$ cat src/rtl/cp0_pkg.sv
// Shared CP0 register numbers, exception codes and Status/Cause bit positions.
// Imported by the register file and its timer; holds no logic beyond one decode helper.
package cp0_pkg;

  localparam logic [4:0] CP0_BADVADDR = 5'd8;
  localparam logic [4:0] CP0_COUNT    = 5'd9;
  localparam logic [4:0] CP0_COMPARE  = 5'd11;
  localparam logic [4:0] CP0_STATUS   = 5'd12;
  localparam logic [4:0] CP0_CAUSE    = 5'd13;
  localparam logic [4:0] CP0_EPC      = 5'd14;

  localparam logic [4:0] EXC_INT  = 5'h00;
  localparam logic [4:0] EXC_ADEL = 5'h04;
  localparam logic [4:0] EXC_ADES = 5'h05;
  localparam logic [4:0] EXC_SYS  = 5'h08;
  localparam logic [4:0] EXC_BP   = 5'h09;
  localparam logic [4:0] EXC_RI   = 5'h0a;
  localparam logic [4:0] EXC_OV   = 5'h0c;

  localparam int ST_IE    = 0;
  localparam int ST_EXL   = 1;
  localparam int ST_IM_LO = 8;
  localparam int ST_IM_HI = 15;
  localparam int ST_BEV   = 22;

  localparam int CA_EXC_LO  = 2;
  localparam int CA_EXC_HI  = 6;
  localparam int CA_IPSW_LO = 8;
  localparam int CA_IPSW_HI = 9;
  localparam int CA_IPHW_LO = 10;
  localparam int CA_IPHW_HI = 15;
  localparam int CA_TI      = 30;
  localparam int CA_BD      = 31;

  localparam logic [31:0] STATUS_RESET = 32'h0040_0000;

  function automatic logic is_addr_exc(input logic [4:0] code);
    return (code == EXC_ADEL) || (code == EXC_ADES);
  endfunction

endpackage

$ cat src/rtl/cp0_timer.sv
// Count/Compare timer: Count steps once every COUNT_DIV clocks, TI latches one cycle after a match.
// Writes take effect at the next edge; always accepts writes, no backpressure.
module cp0_timer #(
  parameter int COUNT_DIV = 2
) (
  input  logic        clk,
  input  logic        reset,
  input  logic        count_we,
  input  logic        compare_we,
  input  logic [31:0] wdata,
  output logic [31:0] count,
  output logic [31:0] compare,
  output logic        ti
);

  localparam int DIV_W = (COUNT_DIV > 1) ? $clog2(COUNT_DIV) : 1;
  localparam logic [DIV_W-1:0] DIV_LAST = DIV_W'(COUNT_DIV - 1);

  logic [DIV_W-1:0] div_cnt;
  logic             tick;

  assign tick = (div_cnt == DIV_LAST);

  always_ff @(posedge clk) begin
    if (reset) begin
      div_cnt <= '0;
      count   <= '0;
      compare <= '0;
      ti      <= 1'b0;
    end else begin
      // The divider free-runs even across Count writes so the tick cadence is stable.
      div_cnt <= tick ? '0 : div_cnt + DIV_W'(1);
      count   <= count_we ? wdata : count + 32'(tick);
      if (compare_we) begin
        compare <= wdata;
      end
      ti <= compare_we ? 1'b0 : (ti | (count == compare));
    end
  end

endmodule

$ cat src/rtl/cp0_regfile.sv
// CP0 state holder: Status/Cause/EPC/BadVAddr plus timer; mfc0 reads are combinational, updates land next edge.
// Always accepts mtc0/exception/eret; same-cycle conflicts resolve as reset > exception > eret > mtc0.
module cp0_regfile
  import cp0_pkg::*;
#(
  parameter logic [31:0] EXC_VECTOR = 32'hBFC0_0380,
  parameter int          COUNT_DIV  = 2
) (
  input  logic        clk,
  input  logic        reset,
  input  logic        mtc0_we,
  input  logic [4:0]  rd,
  input  logic [31:0] wdata,
  output logic [31:0] rdata,
  input  logic        ex_valid,
  input  logic [4:0]  ex_code,
  input  logic [31:0] ex_pc,
  input  logic        ex_bd,
  input  logic [31:0] ex_badvaddr,
  input  logic        eret,
  input  logic [5:0]  ext_int,
  output logic [31:0] epc_out,
  output logic [31:0] exc_target,
  output logic        status_exl,
  output logic        int_req
);

  logic [31:0] badvaddr;
  logic [31:0] epc;
  logic [7:0]  status_im;
  logic        status_ie;
  logic        exl;
  logic        cause_bd;
  logic [4:0]  cause_exc;
  logic [5:0]  cause_ip_hw;
  logic [1:0]  cause_ip_sw;

  logic [31:0] count;
  logic [31:0] compare;
  logic        ti;

  logic        mtc0_go;
  logic [31:0] status_rd;
  logic [31:0] cause_rd;

  assign mtc0_go = mtc0_we & ~ex_valid & ~eret;

  cp0_timer #(
    .COUNT_DIV (COUNT_DIV)
  ) u_timer (
    .clk        (clk),
    .reset      (reset),
    .count_we   (mtc0_go && (rd == CP0_COUNT)),
    .compare_we (mtc0_go && (rd == CP0_COMPARE)),
    .wdata      (wdata),
    .count      (count),
    .compare    (compare),
    .ti         (ti)
  );

  always_ff @(posedge clk) begin
    if (reset) begin
      badvaddr    <= '0;
      epc         <= '0;
      status_im   <= '0;
      status_ie   <= 1'b0;
      exl         <= 1'b0;
      cause_bd    <= 1'b0;
      cause_exc   <= '0;
      cause_ip_hw <= '0;
      cause_ip_sw <= '0;
    end else begin
      // Timer interrupt shares IP7 with the highest hardware line.
      cause_ip_hw <= {ti | ext_int[5], ext_int[4:0]};
      if (ex_valid) begin
        if (!exl) begin
          epc      <= ex_bd ? ex_pc - 32'd4 : ex_pc;
          cause_bd <= ex_bd;
        end
        exl       <= 1'b1;
        cause_exc <= ex_code;
        if (is_addr_exc(ex_code)) begin
          badvaddr <= ex_badvaddr;
        end
      end else if (eret) begin
        exl <= 1'b0;
      end else if (mtc0_we) begin
        // BadVAddr is hardware-owned; an mtc0 to it is accepted and ignored.
        unique case (rd)
          CP0_STATUS: begin
            status_im <= wdata[ST_IM_HI:ST_IM_LO];
            exl       <= wdata[ST_EXL];
            status_ie <= wdata[ST_IE];
          end
          CP0_CAUSE: cause_ip_sw <= wdata[CA_IPSW_HI:CA_IPSW_LO];
          CP0_EPC:   epc         <= wdata;
          default:   ;
        endcase
      end
    end
  end

  always_comb begin
    status_rd                    = '0;
    status_rd[ST_BEV]            = 1'b1;
    status_rd[ST_IM_HI:ST_IM_LO] = status_im;
    status_rd[ST_EXL]            = exl;
    status_rd[ST_IE]             = status_ie;

    cause_rd                          = '0;
    cause_rd[CA_BD]                   = cause_bd;
    cause_rd[CA_TI]                   = ti;
    cause_rd[CA_IPHW_HI:CA_IPHW_LO]   = cause_ip_hw;
    cause_rd[CA_IPSW_HI:CA_IPSW_LO]   = cause_ip_sw;
    cause_rd[CA_EXC_HI:CA_EXC_LO]     = cause_exc;
  end

  always_comb begin
    rdata = '0;
    case (rd)
      CP0_BADVADDR: rdata = badvaddr;
      CP0_COUNT:    rdata = count;
      CP0_COMPARE:  rdata = compare;
      CP0_STATUS:   rdata = status_rd;
      CP0_CAUSE:    rdata = cause_rd;
      CP0_EPC:      rdata = epc;
      default:      rdata = '0;
    endcase
  end

  assign epc_out    = epc;
  assign exc_target = EXC_VECTOR;
  assign status_exl = exl;
  assign int_req    = status_ie & ~exl & |({cause_ip_hw, cause_ip_sw} & status_im);

endmodule

$ cat config.mk
export PLATFORM = sky130hd
export DESIGN_NAME = cp0_regfile
export DESIGN_NICKNAME = d
export VERILOG_FILES = /design/src/rtl/cp0_pkg.sv /design/src/rtl/cp0_timer.sv /design/src/rtl/cp0_regfile.sv
export SDC_FILE = /design/constraint.sdc
export NUM_CORES = 1
export LEC_CHECK = 0
export BUFFER_PORTS_ARGS = -buffer_cell sky130_fd_sc_hd__buf_2
export CAP_MARGIN = 20
export CORE_ASPECT_RATIO = 1.4
export CORE_MARGIN = 3
export CORE_UTILIZATION = 50
export CTS_CLUSTER_DIAMETER = 200
export DETAILED_ROUTE_END_ITERATION = 16
export PLACE_DENSITY_LB_ADDON = 0.3
export SKIP_CTS_REPAIR_TIMING = 1
export SYNTH_ARGS = -nofsm -noshare
export SYNTH_HDL_FRONTEND = slang
export SYNTH_SLANG_ARGS = --single-unit
export TNS_END_PERCENT = 10
$ cat constraint.sdc
create_clock -name clk -period 2.5 [get_ports clk]
set_input_delay 0.25 -clock clk [delete_from_list [all_inputs] [get_ports clk]]
set_output_delay 0.25 -clock clk [all_outputs]
set_load 0.005 [all_outputs]
==> impl_metrics.sql, run 1 <==
INSERT INTO impl_metrics (metric_group, metric, value, unit) VALUES
('run_status', 'outcome', 'completed', ''),
('clock_network', 'clk_root_buffer_cell', 'clkbuf_16', ''),
('power', 'intPower', '4.06', 'mW'),
('clock_network', 'cts.reportedPaths.clkPinSlew', '0.07', 'ns'),
('layout', 'flow.area_growth_from_synthesis', '19.9', '%'),
('global_route', 'grt_pass1_wl', '45200', 'um'),
('drt', 'dr_vias', '8812', ''),
('critical_path', 'worst_setup_path_end_kind', 'flip-flop', ''),
('critical_path', 'timing.critical_path.required', '2.85', 'ns'),
('global_route', 'first_global_vias', '8186', ''),
('drt', 'routed_wirelength', '29400', 'um'),
('global_route', 'all_layer_gr_usage', '31.2', '%'),
('run', 'cap_violations', '0', ''),
('critical_path', 'worstSetupStartpointType', 'flip-flop', ''),
('clock_network', 'cts.htree.levels', '4', ''),
('synthesis', 'async_reset_ff_share', '0', '%'),
('layout', 'regArea', '3080', 'um2'),
('layout', 'layout_commonest_cell', 'nand2_1', ''),
('floorplan', 'top_level_ports', '216', ''),
('synthesis', 'synth_edf_count', '0', ''),
('power', 'portion_of_total_power_attributed_to_the_clock_network', '43.7', '%'),
('power', 'power', '5.66', 'mW'),
('timing', 'timing.max_slew.rel_slack', '57.4', '%'),
('synthesis', 'post_synth_instance_area', '8440', 'um2'),
('layout', 'multiInputGateArea', '4890', 'um2'),
('timing', 'final_setup_violations', '0', ''),
('timing', 'fin_setup_tns', '0', 'ns'),
('synthesis', 'post_synth_num_cell_types', '64', ''),
('drt', 'dr_drc_count', '0', ''),
('floorplan', 'coreArea', '16400', 'um2'),
('power', 'seq_power_share', '45.8', '%'),
('power', 'power-per-cell-area', '559', 'nW/um2'),
('timing', 'worst_hold_check_slack', '0.0226', 'ns'),
('layout', 'final_design_area_no_fill', '10100', 'um2'),
('power', 'leakage_power_summed_over_all_cells', '3.98', 'nW'),
('drt', 'antenna_left', '0', ''),
('clock_network', 'bufs_on_longest_clock_path', '2', ''),
('layout', 'num_antenna_cells', '0', ''),
('timing', 'clock.fmax', '463', 'MHz'),
('synthesis', 'synth.avg_cell_area', '7.80', 'um2'),
('synthesis', 'synth_seq_cells', '154', ''),
('synthesis', 'syn_inst', '1082', ''),
('power', 'worst_ir_drop_vdd', '0.000395', 'V'),
('clock_network', 'cts_made_buffers', '17', ''),
('critical_path', 'path_class', 'flip-flop to flip-flop', ''),
('drt', 'drt_iter0_drc', '906', ''),
('critical_path', 'cp.arrival', '2.51', 'ns'),
('floorplan', 'die_width', '116', 'um'),
('synthesis', 'yosysSeqAreaShare', '36.5', '%'),
('drt', 'wl_per_cell', '20.3', 'um'),
('timing', 'unrepaired_setup_endpoints_after_global_routing', 'false', ''),
('power', 'p_sw', '1.60', 'mW'),
('timing', 'final-max-slew-violation-count', '0', ''),
('global_route', 'grt_antenna_before_repair', '0', ''),
('floorplan', 'dieArea', '18500', 'um2'),
('layout', 'final_layout_size_suffix_gt1_share', '22.5', '%'),
('placement', 'io_buffers', '183', ''),
('timing', 'worst_pin_slew', '0.635', 'ns'),
('timing', 'finalCritPeriodShare', '86.3', '%'),
('min_path', 'worstHoldPathType', 'input pin to flip-flop', ''),
('global_route', 'global_route_overflow', '0', ''),
('layout', 'num-nets-final', '1358', ''),
('critical_path', 'timing.critical_path.fanout_max', '10', ''),
('layout', 'fillers', '1512', ''),
('clock_network', 'worst_skew_pair.late_latency', '0.43', 'ns'),
('power', 'power.combinational.fraction', '10.5', '%'),
('placement', 'finalWeightedCongestion', '0.948', ''),
('timing', 'post-route-min-period', '2.16', 'ns'),
('synthesis', 'yosys_warnings', '0', ''),
('floorplan', 'die_height', '160', 'um'),
('power', 'switching_share', '28.2', '%'),
('placement', 'detailedPlacementHpwl', '21500', 'um'),
('drt', 'drt_first_pass_iters', '5', ''),
('drt', 'drt-vias-per-instance', '6.08', ''),
('timing', 'timing.clock.skew', '0.00565', 'ns'),
('timing', 'timing_hold_violations_final', '0', ''),
('clock_network', 'tritoncts', 'done', ''),
('synthesis', 'synthFlopType', 'dfxtp_1', ''),
('floorplan', 'core.rowCount', '55', ''),
('floorplan', 'initial_core_util', '51.5', '%'),
('clock_network', 'cts_sinks', '154', ''),
('placement', 'dpl-instance-area', '9560', 'um2'),
('global_route', 'largest_net_degree_at_the_start_of_global_routing', '124', ''),
('layout', 'final_cell_mix', 'nand2_1 (200), buf_2 (182), dfxtp_1 (154)', '');
## worst paths after layout
check / from / endpoint / slack [ns] / depth (start not counted)
min: ext_int[3] / cause_ip_hw[3]$_SDFF_PP0_ / 0.02 / 2
max reg2reg: u_timer.count[10]$_SDFF_PP0_ / u_timer.count[25]$_SDFF_PP0_ / 0.34 / 5
min reg2reg: u_timer.div_cnt$_SDFF_PP0_ / u_timer.div_cnt$_SDFF_PP0_ / 0.43 / 1
max: u_timer.count[10]$_SDFF_PP0_ / u_timer.count[25]$_SDFF_PP0_ / 0.34 / 5
## critical path, cell delays in order, from the launching register on
cell and delay [ns]:
dfxtp_1 0.48, nand4_1 0.20, or4_1 0.73, nor3_1 0.34, xnor2_1 0.11, a211oi_1 0.22
## state kept, by name (all words and copies together), names as in the netlist
register,flops
badvaddr,32
cause_bd,1
cause_exc,5
cause_ip_hw,6
cause_ip_sw,2
epc_out,32
status_exl,1
status_ie,1
status_im,8
u_timer.compare,32
u_timer.count,32
u_timer.div_cnt,1
u_timer.ti,1
## per-stage QoR
stage | std cells | utilization [%] | setup WS, ns
2_1_floorplan | 1112 | - | 0.298
3_3_place_gp | 1417 | 58.4 | 0.125
3_5_place_dp | 1417 | 58.4 | 0.0929
4_1_cts | 1449 | 61.8 | 0.348
5_1_grt | 1449 | 61.8 | 0.147
6_report | 1449 | 61.8 | 0.342
## synthesized netlist by cell type (all sizes together) (3+ instances only)
| cell | number | area (um2) |
|---|---|---|
| nand2 | 200 | 751 |
| dfxtp | 154 | 3080 |
| a21oi | 92 | 460 |
| clkbuf | 78 | 293 |
| nor2 | 78 | 293 |
| a22oi | 64 | 485 |
| xnor2 | 59 | 517 |
| buf | 36 | 259 |
| nand3 | 36 | 180 |
| a211oi | 30 | 225 |
| nor3 | 26 | 130 |
| mux2i | 20 | 200 |
| nand4 | 20 | 125 |
| xor2 | 20 | 175 |
| inv | 15 | 56.3 |
| nor4 | 14 | 93.8 |
| a222oi | 10 | 100 |
| o21ai | 10 | 50.0 |
| or4 | 10 | 91.3 |
| a31oi | 8 | 50.1 |
| and3 | 7 | 43.8 |
| nand2b | 7 | 43.8 |
| nor2b | 7 | 43.8 |
| nor3b | 7 | 52.6 |
| o211ai | 7 | 52.6 |
| a211o | 6 | 52.6 |
| or3 | 6 | 42.5 |
| o22ai | 5 | 31.3 |
| a311oi | 4 | 35.0 |
| nor4b | 4 | 50.1 |
| or2 | 4 | 25.0 |
| ha | 3 | 37.5 |
| o21a | 3 | 22.5 |
| or4b | 3 | 30.0 |
## power groups by stage
stage | Clock, mW | Combinational (mW) | Sequential [mW]
4_1_cts | 2.50 | 0.585 | 2.59
6_report | 2.47 | 0.592 | 2.59
3_3_place_gp | 0 | 0.572 | 2.65
3_5_place_dp | 0 | 0.580 | 2.65
5_1_grt | 2.60 | 0.641 | 2.60
2_1_floorplan | 0 | 0.317 | 2.62
## logic make-up after synthesis
kind of cell / synth area share (%)
multiplexers: 2.64
adder cells (fa/ha/maj): 0.445
AND/OR/NAND/NOR: 24.7
flip-flops: 36.5
AO/OA/AOI/OAI: 20.2
other: 0.0890
XOR/XNOR: 8.20
buffers and inverters: 7.25
## layer usage
| metal | wire length, um | vias to the layer above | track usage (%) | share of wire, % |
|---|---|---|---|---|
| met4 | 1630 | 0 | 17.5 | 5.5 |
| met2 | 14000 | 490 | 50.1 | 48 |
| met1 | 11000 | 4129 | 39.3 | 38 |
| li1 | - | 4099 | - | - |
| met5 | 0 | - | 0 | 0 |
| met3 | 2700 | 94 | 5.19 | 9.2 |
## final cells by class
class | count | area share (%)
Multi-Input combinational cell | 828 | 48.4
Timing Repair Buffer | 220 | 12.6
Sequential cell | 154 | 30.5
Tap cell | 199 | 2.46
Inverter | 16 | 0.594
Clock inverter | 15 | 1.34
Clock buffer | 17 | 4.20
No activity file was read; power rests on OpenSTA's default activity.
==> run 2, diff against run 1 <==
==> constraint.sdc (replaced) <==
create_clock -name clk -period 2.5 [get_ports clk]
set_input_delay 0.125 -clock clk [delete_from_list [all_inputs] [get_ports clk]]
set_output_delay 0.125 -clock clk [all_outputs]
set_load 0.005 [all_outputs]
==> impl_metrics.sql, run 2 (synthesis results as in run 1) <==
INSERT INTO impl_metrics (metric_group, metric, value, unit) VALUES
('run_status', 'outcome', 'finished, violations left', ''),
('run_status', 'violations', 'negative hold slack', ''),
('floorplan', 'top_level_ports', '216', ''),
('timing', 'post-route-min-period', '2.23', 'ns'),
('global_route', 'first_global_vias', '8113', ''),
('timing', 'worst_hold_check_slack', '-0.0240', 'ns'),
('clock_network', 'tritoncts', 'done', ''),
('critical_path', 'timing.critical_path.fanout_max', '9', ''),
('placement', 'finalWeightedCongestion', '0.955', ''),
('placement', 'io_buffers', '183', ''),
('critical_path', 'path_class', 'flip-flop to flip-flop', ''),
('timing', 'clock.fmax', '449', 'MHz'),
('timing', 'final-max-slew-violation-count', '0', ''),
('timing', 'timing.clock.skew', '0.0106', 'ns'),
('drt', 'drt-vias-per-instance', '5.97', ''),
('global_route', 'largest_net_degree_at_the_start_of_global_routing', '51', ''),
('global_route', 'groute.layer.met2.usage', '50.9', '%'),
('power', 'worst_ir_drop_vdd', '0.000462', 'V'),
('drt', 'antenna_left', '0', ''),
('min_path', 'worstHoldPathType', 'input pin to flip-flop', ''),
('timing', 'worst_pin_slew', '0.655', 'ns'),
('drt', 'routed_wirelength', '30500', 'um'),
('global_route', 'global_route_overflow', '0', ''),
('floorplan', 'die_height', '160', 'um'),
('drt', 'dr_vias', '9020', ''),
('critical_path', 'timing.critical_path.required', '2.84', 'ns'),
('global_route', 'grt_antenna_before_repair', '0', ''),
('global_route', 'globalRoute.busiestLayer', 'met2', ''),
('clock_network', 'worst_skew_pair.late_latency', '0.44', 'ns'),
('layout', 'regArea', '3080', 'um2'),
('floorplan', 'core.rowCount', '55', ''),
('global_route', 'grt_util_met3', '5.16', '%'),
('timing', 'fin_setup_tns', '0', 'ns'),
('global_route', 'all_layer_gr_usage', '31.4', '%'),
('timing', 'timing.max_slew.rel_slack', '56.0', '%'),
('critical_path', 'worstSetupStartpointType', 'flip-flop', ''),
('layout', 'fillers', '1446', ''),
('placement', 'detailedPlacementHpwl', '21900', 'um'),
('drt', 'drt_iter0_drc', '784', ''),
('layout', 'num_antenna_cells', '0', ''),
('layout', 'flow.area_growth_from_synthesis', '27.1', '%'),
('layout', 'final-instance-count-excl-fill', '1512', ''),
('layout', 'final_layout_size_suffix_gt1_share', '21.2', '%'),
('floorplan', 'dieArea', '18500', 'um2'),
('timing', 'finalCritPeriodShare', '89.2', '%'),
('layout', 'final_cell_mix', 'nand2_1 (200), buf_2 (182), dfxtp_1 (154)', ''),
('global_route', 'grt_pass1_wl', '45100', 'um'),
('drt', 'dr_drc_count', '0', ''),
('clock_network', 'bufs_on_longest_clock_path', '2', ''),
('clock_network', 'cts.reportedPaths.clkPinSlew', '0.06', 'ns'),
('drt', 'drt_first_pass_iters', '6', ''),
('floorplan', 'initial_core_util', '51.5', '%'),
('layout', 'multiInputGateArea', '4890', 'um2'),
('global_route', 'grtUsageMet1', '39.8', '%'),
('timing', 'unrepaired_setup_endpoints_after_global_routing', 'false', ''),
('layout', 'num-nets-final', '1421', ''),
('critical_path', 'worst_setup_path_end_kind', 'flip-flop', ''),
('floorplan', 'coreArea', '16400', 'um2'),
('power', 'leakage_power_summed_over_all_cells', '4.25', 'nW'),
('clock_network', 'cts.htree.levels', '4', ''),
('critical_path', 'cp.arrival', '2.57', 'ns'),
('clock_network', 'cts_made_buffers', '17', ''),
('timing', 'timing_hold_violations_final', '11', ''),
('clock_network', 'clk_root_buffer_cell', 'clkbuf_16', ''),
('drt', 'wl_per_cell', '20.2', 'um'),
('layout', 'layout_commonest_cell', 'nand2_1', ''),
('floorplan', 'die_width', '116', 'um'),
('timing', 'final_setup_violations', '0', ''),
('power', 'power-per-cell-area', '553', 'nW/um2'),
('placement', 'dpl.cell_count', '1417', ''),
('run', 'cap_violations', '0', ''),
('clock_network', 'cts_sinks', '154', '');
run 2: cell types whose count changed in the layout (fill, tap and decap cells not counted), sizes merged:
cell | previous run | this run
bufinv | 0 | 3
clkbuf | 17 | 19
clkinv | 6 | 5
clkinvlp | 3 | 2
dlygate4sd3 | 0 | 63
inv | 22 | 19
run 2: metal layers:
layer / wire length, um / up-vias
met5: 0 / -
met4: 1460 / 0
met3: 2510 / 94
met2: 14900 / 519
met1: 11600 / 4195
li1: - / 4212
run 2: path summary, 6_finish.rpt:
kind	start	to	slack, ns	cells past startpoint
setup / recovery	u_timer.count[0]$_SDFF_PP0_	u_timer.count[26]$_SDFF_PP0_	0.27	7
setup reg to reg	u_timer.count[0]$_SDFF_PP0_	u_timer.count[26]$_SDFF_PP0_	0.27	7
hold / removal	wdata[2]	u_timer.compare[2]$_SDFFE_PP0P_	-0.02	3
hold reg to reg	u_timer.div_cnt$_SDFF_PP0_	u_timer.div_cnt$_SDFF_PP0_	0.43	1
run 2: final cells by class:
class | count | share of cell area (%)
clock buffers | 19 | 4.04
multi-input cells | 828 | 45.6
repair buffers | 283 | 17.1
inverters | 16 | 0.560
flip-flops and latches | 154 | 28.7
well taps | 199 | 2.32
clock inverters | 13 | 1.55
run 2: critical path, cell delays in order (launching register included):
cell	delay, ns
dfxtp_1	0.37
ha_1	0.21
ha_1	0.20
nand3_1	0.19
or2_2	0.46
nor4_1	0.34
xnor2_1	0.11
a211oi_1	0.25
run 2: power by group:
part	internal, mW	total [mW]	switching (mW)
combinational	0.291	0.653	0.362
clock	1.58	2.67	1.09
sequential	2.52	2.60	0.0761
run 2: per-stage QoR:
step                power, mW  util, %  setup WS, ns  area [um2]
floorplan                2.94        -         0.423        8550
global placement         3.21     58.0         0.253        9500
detailed placement       3.21     58.0         0.226        9500
CTS                      5.84     61.6         0.284       10100
global route             6.09     65.5        0.0764       10700
finish                   5.93     65.5         0.270       10700
